### config.mk
export PLATFORM = sky130hd
export DESIGN_NAME = sseg_scan_ctrl
export DESIGN_NICKNAME = d
export VERILOG_FILES = /design/src/rtl/sseg_pkg.sv /design/src/rtl/sseg_hex_decode.sv /design/src/rtl/sseg_scan_ctrl.sv
export SDC_FILE = /design/constraint.sdc
export NUM_CORES = 1
export LEC_CHECK = 0
export BUFFER_PORTS_ARGS = -buffer_cell sky130_fd_sc_hd__buf_2
export CAP_MARGIN = 20
export CORE_MARGIN = 8
export CORE_UTILIZATION = 63
export CTS_CLUSTER_SIZE = 16
export DETAILED_ROUTE_END_ITERATION = 12
export GPL_ROUTABILITY_DRIVEN = 0
export PLACE_DENSITY = 0.86
export SKIP_CTS_REPAIR_TIMING = 1
export SYNTH_ARGS = -nofsm -noshare
export SYNTH_HDL_FRONTEND = slang
export SYNTH_SLANG_ARGS = --single-unit
### constraint.sdc
create_clock -name clk -period 4.5 [get_ports clk]
set_input_delay 0.45 -clock clk [delete_from_list [all_inputs] [get_ports clk]]
set_output_delay 0.45 -clock clk [all_outputs]
set_load 0.03 [all_outputs]
### src/rtl/sseg_pkg.sv
// sseg_pkg: shared constants and types for the seven-segment scan controller.
//   SEG_BLANK    : active-low segment pattern with every segment off
//   HEX_SEG      : active-low hex glyphs, index = nibble, bit7 (dp) off
//   scan_state_t : per-digit-slot phase
package sseg_pkg;

  localparam logic [7:0] SEG_BLANK = 8'hFF;

  // Packed so HEX_SEG[n] selects glyph n; the list runs F..0 (MSB first).
  localparam logic [15:0][7:0] HEX_SEG = {
    8'h8E, 8'h86, 8'hA1, 8'hA7, 8'h83, 8'h88, 8'h98, 8'h80,
    8'hF8, 8'h82, 8'h92, 8'h99, 8'hB0, 8'hA4, 8'hF9, 8'hC0
  };

  typedef enum logic {
    BLANK = 1'b0,
    DRIVE = 1'b1
  } scan_state_t;

endpackage

### src/rtl/sseg_hex_decode.sv
// sseg_hex_decode: registered hex-to-7-segment decoder, active-low outputs.
//   clk     : system clock
//   reset_n : asynchronous active-low reset, output goes to all-off
//   nibble  : hex digit to show
//   dp      : decimal point, 1 = lit
//   seg     : segments, active low, bit7 = dp, bits6:0 = g..a (1-cycle latency)
module sseg_hex_decode
  import sseg_pkg::*;
(
  input  logic       clk,
  input  logic       reset_n,
  input  logic [3:0] nibble,
  input  logic       dp,
  output logic [7:0] seg
);

  always_ff @(posedge clk or negedge reset_n) begin
    if (!reset_n) begin
      seg <= SEG_BLANK;
    end else begin
      seg <= HEX_SEG[nibble] & {~dp, 7'h7F};
    end
  end

endmodule

### src/rtl/sseg_scan_ctrl.sv
// sseg_scan_ctrl: time-multiplexes NUM_DIGITS hex digits onto one shared
// registered decoder driving common-anode displays.
//   clk         : system clock
//   reset_n     : asynchronous active-low reset
//   value_in    : nibble i = digit i (digit 0 least significant)
//   dp_in       : decimal point per digit, 1 = lit
//   load        : 1-cycle strobe, capture value_in/dp_in as pending
//   load_ack    : 1-cycle pulse when pending data is committed to display
//   digit_en    : 1 = digit slot may light
//   lz_blank    : 1 = blank leading zeros
//   sseg        : segments, active low, bit7 = dp
//   an          : anode selects, active low
//   frame_start : 1-cycle pulse on entering digit 0's blank phase
module sseg_scan_ctrl
  import sseg_pkg::*;
#(
  parameter int unsigned NUM_DIGITS = 4,
  parameter int unsigned DWELL_CYC  = 100000,
  parameter int unsigned BLANK_CYC  = 16
) (
  input  logic                    clk,
  input  logic                    reset_n,
  input  logic [4*NUM_DIGITS-1:0] value_in,
  input  logic [NUM_DIGITS-1:0]   dp_in,
  input  logic                    load,
  output logic                    load_ack,
  input  logic [NUM_DIGITS-1:0]   digit_en,
  input  logic                    lz_blank,
  output logic [7:0]              sseg,
  output logic [NUM_DIGITS-1:0]   an,
  output logic                    frame_start
);

  localparam int unsigned CMAX = (DWELL_CYC > BLANK_CYC) ? DWELL_CYC : BLANK_CYC;
  localparam int unsigned CW   = (CMAX > 1) ? $clog2(CMAX) : 1;
  localparam int unsigned IW   = (NUM_DIGITS > 1) ? $clog2(NUM_DIGITS) : 1;

  scan_state_t                 state_q, state_d;
  logic [CW-1:0]               cnt_q, cnt_d;
  logic [IW-1:0]               idx_q, idx_d;
  logic                        started_q;
  logic                        frame_go;
  logic                        enter_drive;
  logic                        lit_q;
  logic                        lit_next;

  logic [NUM_DIGITS-1:0][3:0]  sh_val, pend_val;
  logic [NUM_DIGITS-1:0]       sh_dp, pend_dp;
  logic                        pend_flag;

  logic [NUM_DIGITS-1:0]       zero_from;
  logic [NUM_DIGITS-1:0]       lz_vec;
  logic                        zacc;
  logic [7:0]                  dec_seg;

  // The first edge after reset is treated as entering digit 0's blank
  // phase: the counter holds at 0 so that edge starts a full-length frame.
  always_comb begin
    state_d     = state_q;
    cnt_d       = cnt_q + 1'b1;
    idx_d       = idx_q;
    frame_go    = 1'b0;
    enter_drive = 1'b0;
    if (!started_q) begin
      cnt_d    = cnt_q;
      frame_go = 1'b1;
    end else if (state_q == BLANK) begin
      if (cnt_q == CW'(BLANK_CYC - 1)) begin
        state_d     = DRIVE;
        cnt_d       = '0;
        enter_drive = 1'b1;
      end
    end else begin
      if (cnt_q == CW'(DWELL_CYC - 1)) begin
        state_d = BLANK;
        cnt_d   = '0;
        if (idx_q == IW'(NUM_DIGITS - 1)) begin
          idx_d    = '0;
          frame_go = 1'b1;
        end else begin
          idx_d = idx_q + 1'b1;
        end
      end
    end
  end

  // zero_from[i]: shadow nibbles NUM_DIGITS-1 down to i are all zero.
  always_comb begin
    zero_from = '0;
    lz_vec    = '0;
    zacc      = 1'b1;
    for (int unsigned k = 0; k < NUM_DIGITS; k++) begin
      zacc = zacc & (sh_val[NUM_DIGITS-1-k] == 4'h0);
      zero_from[NUM_DIGITS-1-k] = zacc;
    end
    for (int unsigned i = 1; i < NUM_DIGITS; i++) begin
      lz_vec[i] = lz_blank & ~sh_dp[i] & zero_from[i];
    end
    lit_next = digit_en[idx_q] & ~lz_vec[idx_q];
  end

  always_ff @(posedge clk or negedge reset_n) begin
    if (!reset_n) begin
      state_q     <= BLANK;
      cnt_q       <= '0;
      idx_q       <= '0;
      started_q   <= 1'b0;
      lit_q       <= 1'b0;
      frame_start <= 1'b0;
      load_ack    <= 1'b0;
      sh_val      <= '0;
      sh_dp       <= '0;
      pend_val    <= '0;
      pend_dp     <= '0;
      pend_flag   <= 1'b0;
    end else begin
      state_q     <= state_d;
      cnt_q       <= cnt_d;
      idx_q       <= idx_d;
      started_q   <= 1'b1;
      frame_start <= frame_go;
      if (enter_drive) begin
        lit_q <= lit_next;
      end
      // Commit only at the frame boundary; a load landing on that same edge
      // bypasses the pending register.
      if (frame_go) begin
        load_ack  <= load | pend_flag;
        pend_flag <= 1'b0;
        if (load) begin
          sh_val <= value_in;
          sh_dp  <= dp_in;
        end else if (pend_flag) begin
          sh_val <= pend_val;
          sh_dp  <= pend_dp;
        end
      end else begin
        load_ack <= 1'b0;
        if (load) begin
          pend_val  <= value_in;
          pend_dp   <= dp_in;
          pend_flag <= 1'b1;
        end
      end
    end
  end

  // Decoder sees the current slot's digit throughout the slot; since shadow
  // only changes at idx 0 entry and blank lasts >= 2 cycles, sseg is settled
  // before the anode turns on.
  sseg_hex_decode u_dec (
    .clk     (clk),
    .reset_n (reset_n),
    .nibble  (sh_val[idx_q]),
    .dp      (sh_dp[idx_q]),
    .seg     (dec_seg)
  );

  always_comb begin
    an   = '1;
    sseg = dec_seg;
    if (state_q == DRIVE) begin
      if (lit_q) begin
        an[idx_q] = 1'b0;
      end else begin
        sseg = SEG_BLANK;
      end
    end
  end

endmodule

# After elaboration in Yosys (flattened, before gate mapping)
# Memory sizes are Yosys's and may differ from the RTL's.
# Index checks and enable logic that the tools add are counted.
[classes]
add_sub_neg = 2
n_lt_le_gt_ge = 3
n_eq_ne = 3
mux = 35
n_bitwise = 18
n_reduce_logical = 9
[op_table]
columns = ["op", "count"]
rows = [
  ["17-bit two-way mux", 3],
  ["16-bit two-way mux", 2],
  ["8-bit two-way mux", 3],
  ["4-bit two-way mux", 5],
  ["17-bit by 1-bit adder with 17-bit output, second input constant", 1],
  ["17-bit equality test, second input constant", 1],
  ["17-bit by 4-bit equality test with 1-bit output, second input constant", 1],
  ["1-bit two-way mux", 16],
  ["4-bit logical NOT", 3],
  ["1-bit bitwise AND", 9],
  ["8-bit bitwise AND", 1],
  ["4-bit binary-select mux with 2-bit select", 1],
  ["1-bit binary-select mux with 2-bit select", 3],
  ["1-bit NOT", 6],
  ["4-bit by 5-bit less-than comparator with 1-bit output, second input constant", 1],
  ["4-bit NOT", 1],
  ["2-bit AND reduction", 2],
  ["2-bit nonzero test", 2],
  ["2-bit by 3-bit less-than comparator with 1-bit output, second input constant", 1],
  ["3-bit AND reduction", 1],
  ["2-bit by 1-bit adder with 2-bit output, second input constant", 1],
  ["1-bit demux with 2-bit select", 1],
  ["2-bit equality test, second input constant", 1],
  ["2-bit by 1-bit >= comparator with 1-bit output, second input constant", 1],
  ["3 further kinds", 3],
]
[totals]
ff_bits = 73
rom_bits = 128
out_inout_bits = 14
word_cells = 90
mem_count = 1
[mem_list]
columns = ["memory", "words", "width", "read_ports", "rd_clocked_by_memory_dff", "wr", "line", "rtl"]
rows = [
  ["(name not given)", 16, 8, 1, 0, 0, "sseg_hex_decode.sv:21", "seg <= HEX_SEG[nibble] & {~dp, 7'h7F};"],
]

# Longest topological paths before layout
[logic_depth]
depth_word = 8
ltp_mapped = 8
ltp_nobuf = 7

# Hierarchy
# From an unflattened synthesis, not the netlist that was laid out.
[hier_totals]
cells_unflattened = 429
area_unflattened_um2 = 4292.9
[by_module_without_submodules]
columns = ["module", "n_inst", "cells_per_inst", "area_each_um2", "seq_area_each_um2"]
rows = [
  ["sseg_scan_ctrl", 1, 384, 3839.9, 1626.6],
  ["sseg_hex_decode", 1, 45, 452.9, 210.2],
]

# Least setup slack after synthesis
# No wires, ideal clock.
[synth_timing]
kind = "flip-flop to flip-flop"
start = "reg cnt_q[11]"
end = "reg pend_dp[0]"
setup_ns = 0.125
t_arrival_ns = 1.896
required_time_ns = 4.375
path_slack_ns = 2.480
path_stages_with_launch = 7
period_less_slack_ns = 2.020
path_cell_list = "dfrtp_1 > or4_4 > nor4_4 > a31oi_2 > nand2_2 > buf_6 > mux2_2"
[synth_via]
elab_chain_len = 6
[synth_rtl]
columns = ["element", "line", "rtl"]
rows = [
  ["start, declared", "sseg_scan_ctrl.sv:39", "logic [CW-1:0] cnt_q, cnt_d;"],
  ["start signal, assigned", "sseg_scan_ctrl.sv:118", "cnt_q <= cnt_d;"],
  ["17-bit equality test", "sseg_scan_ctrl.sv:74", "if (cnt_q == CW'(DWELL_CYC - 1)) begin"],
  ["1-bit two-way mux", "sseg_scan_ctrl.sv:74", ""],
  ["1-bit two-way mux", "sseg_scan_ctrl.sv:67", "end else if (state_q == BLANK) begin"],
  ["1-bit two-way mux", "sseg_scan_ctrl.sv:64", "if (!started_q) begin"],
  ["1-bit NOT (no line)", "n/a", ""],
  ["2-bit AND reduction (no line)", "n/a", ""],
  ["end signal, assigned", "sseg_scan_ctrl.sv:141", "pend_dp <= dp_in;"],
  ["end, declared", "sseg_scan_ctrl.sv:48", "logic [NUM_DIGITS-1:0] sh_dp, pend_dp;"],
]
# Every way passes these cells.
# A chain may end at the register's enable or synchronous reset.

# Final worst setup path
[layout_timing]
start = "reg idx_q[0]"
end = "reg sh_dp[1]"
[layout_via]
elab_chain_len = 6
[layout_rtl]
columns = ["element", "line", "rtl"]
rows = [
  ["start, declared", "sseg_scan_ctrl.sv:40", "logic [IW-1:0] idx_q, idx_d;"],
  ["start signal, assigned", "sseg_scan_ctrl.sv:119", "idx_q <= idx_d;"],
  ["2-bit equality test", "sseg_scan_ctrl.sv:77", "if (idx_q == IW'(NUM_DIGITS - 1)) begin"],
  ["1-bit two-way mux", "sseg_scan_ctrl.sv:77", ""],
  ["1-bit two-way mux", "sseg_scan_ctrl.sv:74", ""],
  ["1-bit two-way mux", "sseg_scan_ctrl.sv:67", ""],
  ["1-bit two-way mux", "sseg_scan_ctrl.sv:64", ""],
  ["2-bit AND reduction (no line)", "n/a", ""],
  ["end signal, assigned", "sseg_scan_ctrl.sv:132", "sh_dp <= dp_in;"],
  ["end signal, assigned", "sseg_scan_ctrl.sv:135", "sh_dp <= pend_dp;"],
  ["end, declared", "sseg_scan_ctrl.sv:48", ""],
]
# Every way passes these cells.

==> flow_summary_export.csv <==
group,metric,value,unit
logic_synthesis,synth-async-reset-ratio,100.0,%
clock_tree,cts_num_sinks,73,
setup_path,critPathCaptureType,"flop",
setup_path,r2r-end,"sh_dp[1]",
sta,tns,0,ns
logic_synthesis,syn_area,3707,µm²
finish,finalNonFillerCells,466,
route,drc_errors,0,
sta,max_slew_margin,31.80,%
sta,final_hold_viol_count,0,
floorplan,die_h,92.71,µm
global_routing,grt_pass1_vias,2750,
floorplan,start_util,63.75,%
setup_path,worstPathRequired,4.72,ns
setup_path,arrival,3.11,ns
route,drt_iter0_drc,173,
sta,fmaxAchievable,346.1,MHz
logic_synthesis,synth.area.mux_share,11.58,%
logic_synthesis,synth_nets,389,
global_routing,antenna_found_initial,0,
sta,worstMarginPinSlew,1.020,ns
logic_synthesis,yosys.area_share.simple,19.74,%
sta,min_period,2.889,ns
setup_path,rrSetupSlack,1.61,ns
logic_synthesis,yosys.cell_types.count,42,
global_routing,grt_overflow,0,
finish,fin_area,4119,µm²
finish,drive_gt1_share,25.06,%
logic_synthesis,synth_top_family_by_area,"simple AND/OR/NAND/NOR gates",
finish,diodes,0,
route,via_per_inst,6.105,
floorplan,num_rows,28,
clock_tree,cts_tree,"done",
global_routing,grt_max_degree,43,
logic_synthesis,ys_warn_count,0,
placement,port_buffers,41,
setup_path,timing.rr.start,"idx_q[0]",
logic_synthesis,yosys.area_share.xor_xnor,3.307,%
logic_synthesis,ys_seq_area_share,49.54,%
floorplan,core,5816,µm²
min_path,hp-class,"input pin to asynchronous set/reset pin",
floorplan,ios,42,
pwr,powerDensity,446.4,nW/µm²
sta,fin_crit_sh,64.20,%
setup_path,path_class,"flop to flop",
sta,drv_slew,0,
logic_synthesis,synth_ff_type,"dfrtp_1",
route,routed_wl,7634,µm
floorplan,die_x,92.71,µm
route,drt-pass1-iter-count,5,
setup_path,slowest_delay,0.73,ns
sta,rsz0062_at_grt,"false",
finish,area_delta_synth_final,11.10,%
global_routing,grt_pass1_wl,13010,µm
clock_tree,root_buffer,"clkbuf_8",
route,via_count,2845,
setup_path,ff2ff_path_depth,7,
route,routedWlPerCell,16.38,µm
sta,fin_worst_skew,0.007606,ns
flow_run,max-cap-violations,0,
placement,postPlaceCellArea,3923,µm²
placement,hpwl,5258,µm
placement,dp_slack,1.619,ns
logic_synthesis,avgSynthCellArea,10.56,µm²
sta,setup_ws,1.611,ns
outcome,status,"finished clean",
logic_synthesis,syn_inst,351,
pwr,finalPower,0.001839,W
clock_tree,cts_max_level,3,
placement,place_inst,450,
finish,fin_nets,424,
sta,finalSetupViolCount,0,
setup_path,slowest_stage,"a31oi_2",
clock_tree,clk_latency,0.34,ns
logic_synthesis,synth_edf_count,0,
floorplan,die_area,8595,µm²
setup_path,crit_path_start_kind,"flop",
clock_tree,clk_pin_slew_worst_paths,0.07,ns
logic_synthesis,ys_seq_elements,73,
logic_synthesis,synthAdderAreaFrac,3.375,%
clock_tree,clockBufferDepth,2,
pwr,ir_drop,327.8,µV
route,detail-route-antenna-nets,0,
pwr,cellLeakagePower,1.846,nW
logic_synthesis,synth_compound_gate_area_share,8.370,%
clock_tree,cts-buffers-inserted,9,
setup_path,path_cells,"ha_1 > inv_1 > nor2_1 > a31oi_2 > inv_2 > a32oi_1 > nand3_1",
global_routing,grt.total_usage,18.78,%
setup_path,cp_max_fo,42,
[layer usage]
layer	routed length, µm	track usage (%)	vias to the layer above
met1	3304	24.61	1383
met5	0	0	-
met3	490	4.045	15
li1	-	-	1335
met4	144	9.799	0
met2	3694	28.72	112
[kinds of logic (layout without fill, tap and decap cells)]
family	after synthesis	in the layout
AOI/OAI and AO/OA	42	42
xor gates and xnor gates	14	14
adders and majority gates	10	10
buffers and inverters	31	71
DFF	73	73
muxes	34	34
other	1	1
and+or+nand+nor	146	146
[state kept, by name, summed over array words and instances (netlist names)]
signal and flops:
sh_val 16, load_ack 1, pend_dp 4, lit_q 1, state_q 1, pend_val 16, cnt_q 17, idx_q 2
frame_start 1, u_dec.seg 8, started_q 1, sh_dp 4, pend_flag 1
[final cells by class]
| type | count | area, µm² |
|---|---|---|
| Clock buffer | 11 | 141.4 |
| Fill cell | 438 | 1697 |
| Inverter | 11 | 41.29 |
| Tap cell | 75 | 93.84 |
| Multi-Input combinational cell | 247 | 1723 |
| Clock inverter | 5 | 55.05 |
| Timing Repair Buffer | 44 | 227.7 |
| Sequential cell | 73 | 1837 |
[worst max-delay path: cells and delay by family (launching register included)]
family	cells	cell delay, ns
adders and majority gates	1	0.33
AOI/OAI and AO/OA	2	1.09
and+or+nand+nor	2	0.15
buffers and inverters	2	0.61
DFF	1	0.58
[synth_stat cells (4+ instances only)]
master | number | area share [%]
dfrtp_1 | 65 | 44
nand3_1 | 52 | 7.0
nand2_1 | 33 | 3.3
nor2_1 | 25 | 2.5
mux2_2 | 21 | 6.4
a32oi_1 | 20 | 4.7
clkbuf_1 | 12 | 1.2
o21ai_0 | 12 | 1.6
ha_1 | 10 | 3.4
inv_1 | 10 | 1.0
nand2b_1 | 9 | 1.5
xor2_1 | 9 | 2.1
dfstp_2 | 8 | 5.7
mux2i_1 | 8 | 2.2
nand4_1 | 6 | 1.0
mux4_2 | 5 | 3.0
xnor2_1 | 5 | 1.2
and3_1 | 4 | 0.67
buf_4 | 4 | 0.81
[worst max path at each step]
stage / end / slack, ns / startpoint
floorplan: pend_dp[0] / 2.48 / cnt_q[11]
global placement: sh_val[1] / 1.66 / idx_q[0]
detailed placement: sh_val[14] / 1.62 / idx_q[0]
CTS: sh_val[14] / 1.62 / idx_q[0]
global route: sh_val[15] / 1.30 / idx_q[0]
finish: sh_dp[1] / 1.61 / idx_q[0]
[power by group]
group	internal [W]	switching, W	total [W]
clock	0.000269	0.000236	0.000506
sequential	0.000781	0.000103	0.000884
combinational	0.000177	0.000272	0.000449
[metrics by stage]
step	hold WS [ns]	utilization, %
floorplan	0.1544	-
detailed placement	0.4948	67.45
finish	0.1706	70.83
global placement	0.4868	67.45
global route	0.2405	70.83
CTS	0.1838	70.83
[layout by cell type, fill, tap and decap left out, types with 2 or more instances in the layout]
master	synthesis	routed
o211ai_1	2	2
xnor2_1	5	5
mux4_2	5	5
and3_1	4	4
nor2b_1	2	2
nor2_1	25	25
or4_1	2	2
mux2_2	21	21
and4_1	2	2
inv_1	10	10
nand3_1	52	52
dfrtp_1	65	65
nor4_1	3	3
o21ai_0	12	12
clkinv_2	0	2
nand4_1	6	6
mux2i_1	8	8
a21oi_1	3	3
nand2_1	33	33
ha_1	10	10
clkinvlp_4	0	2
nand2b_1	9	9
buf_4	4	3
a32oi_1	20	20
buf_2	1	41
nor3_1	2	2
clkbuf_8	0	10
dfstp_2	8	8
xor2_1	9	9
No activity file was read; power rests on OpenSTA's default activity.
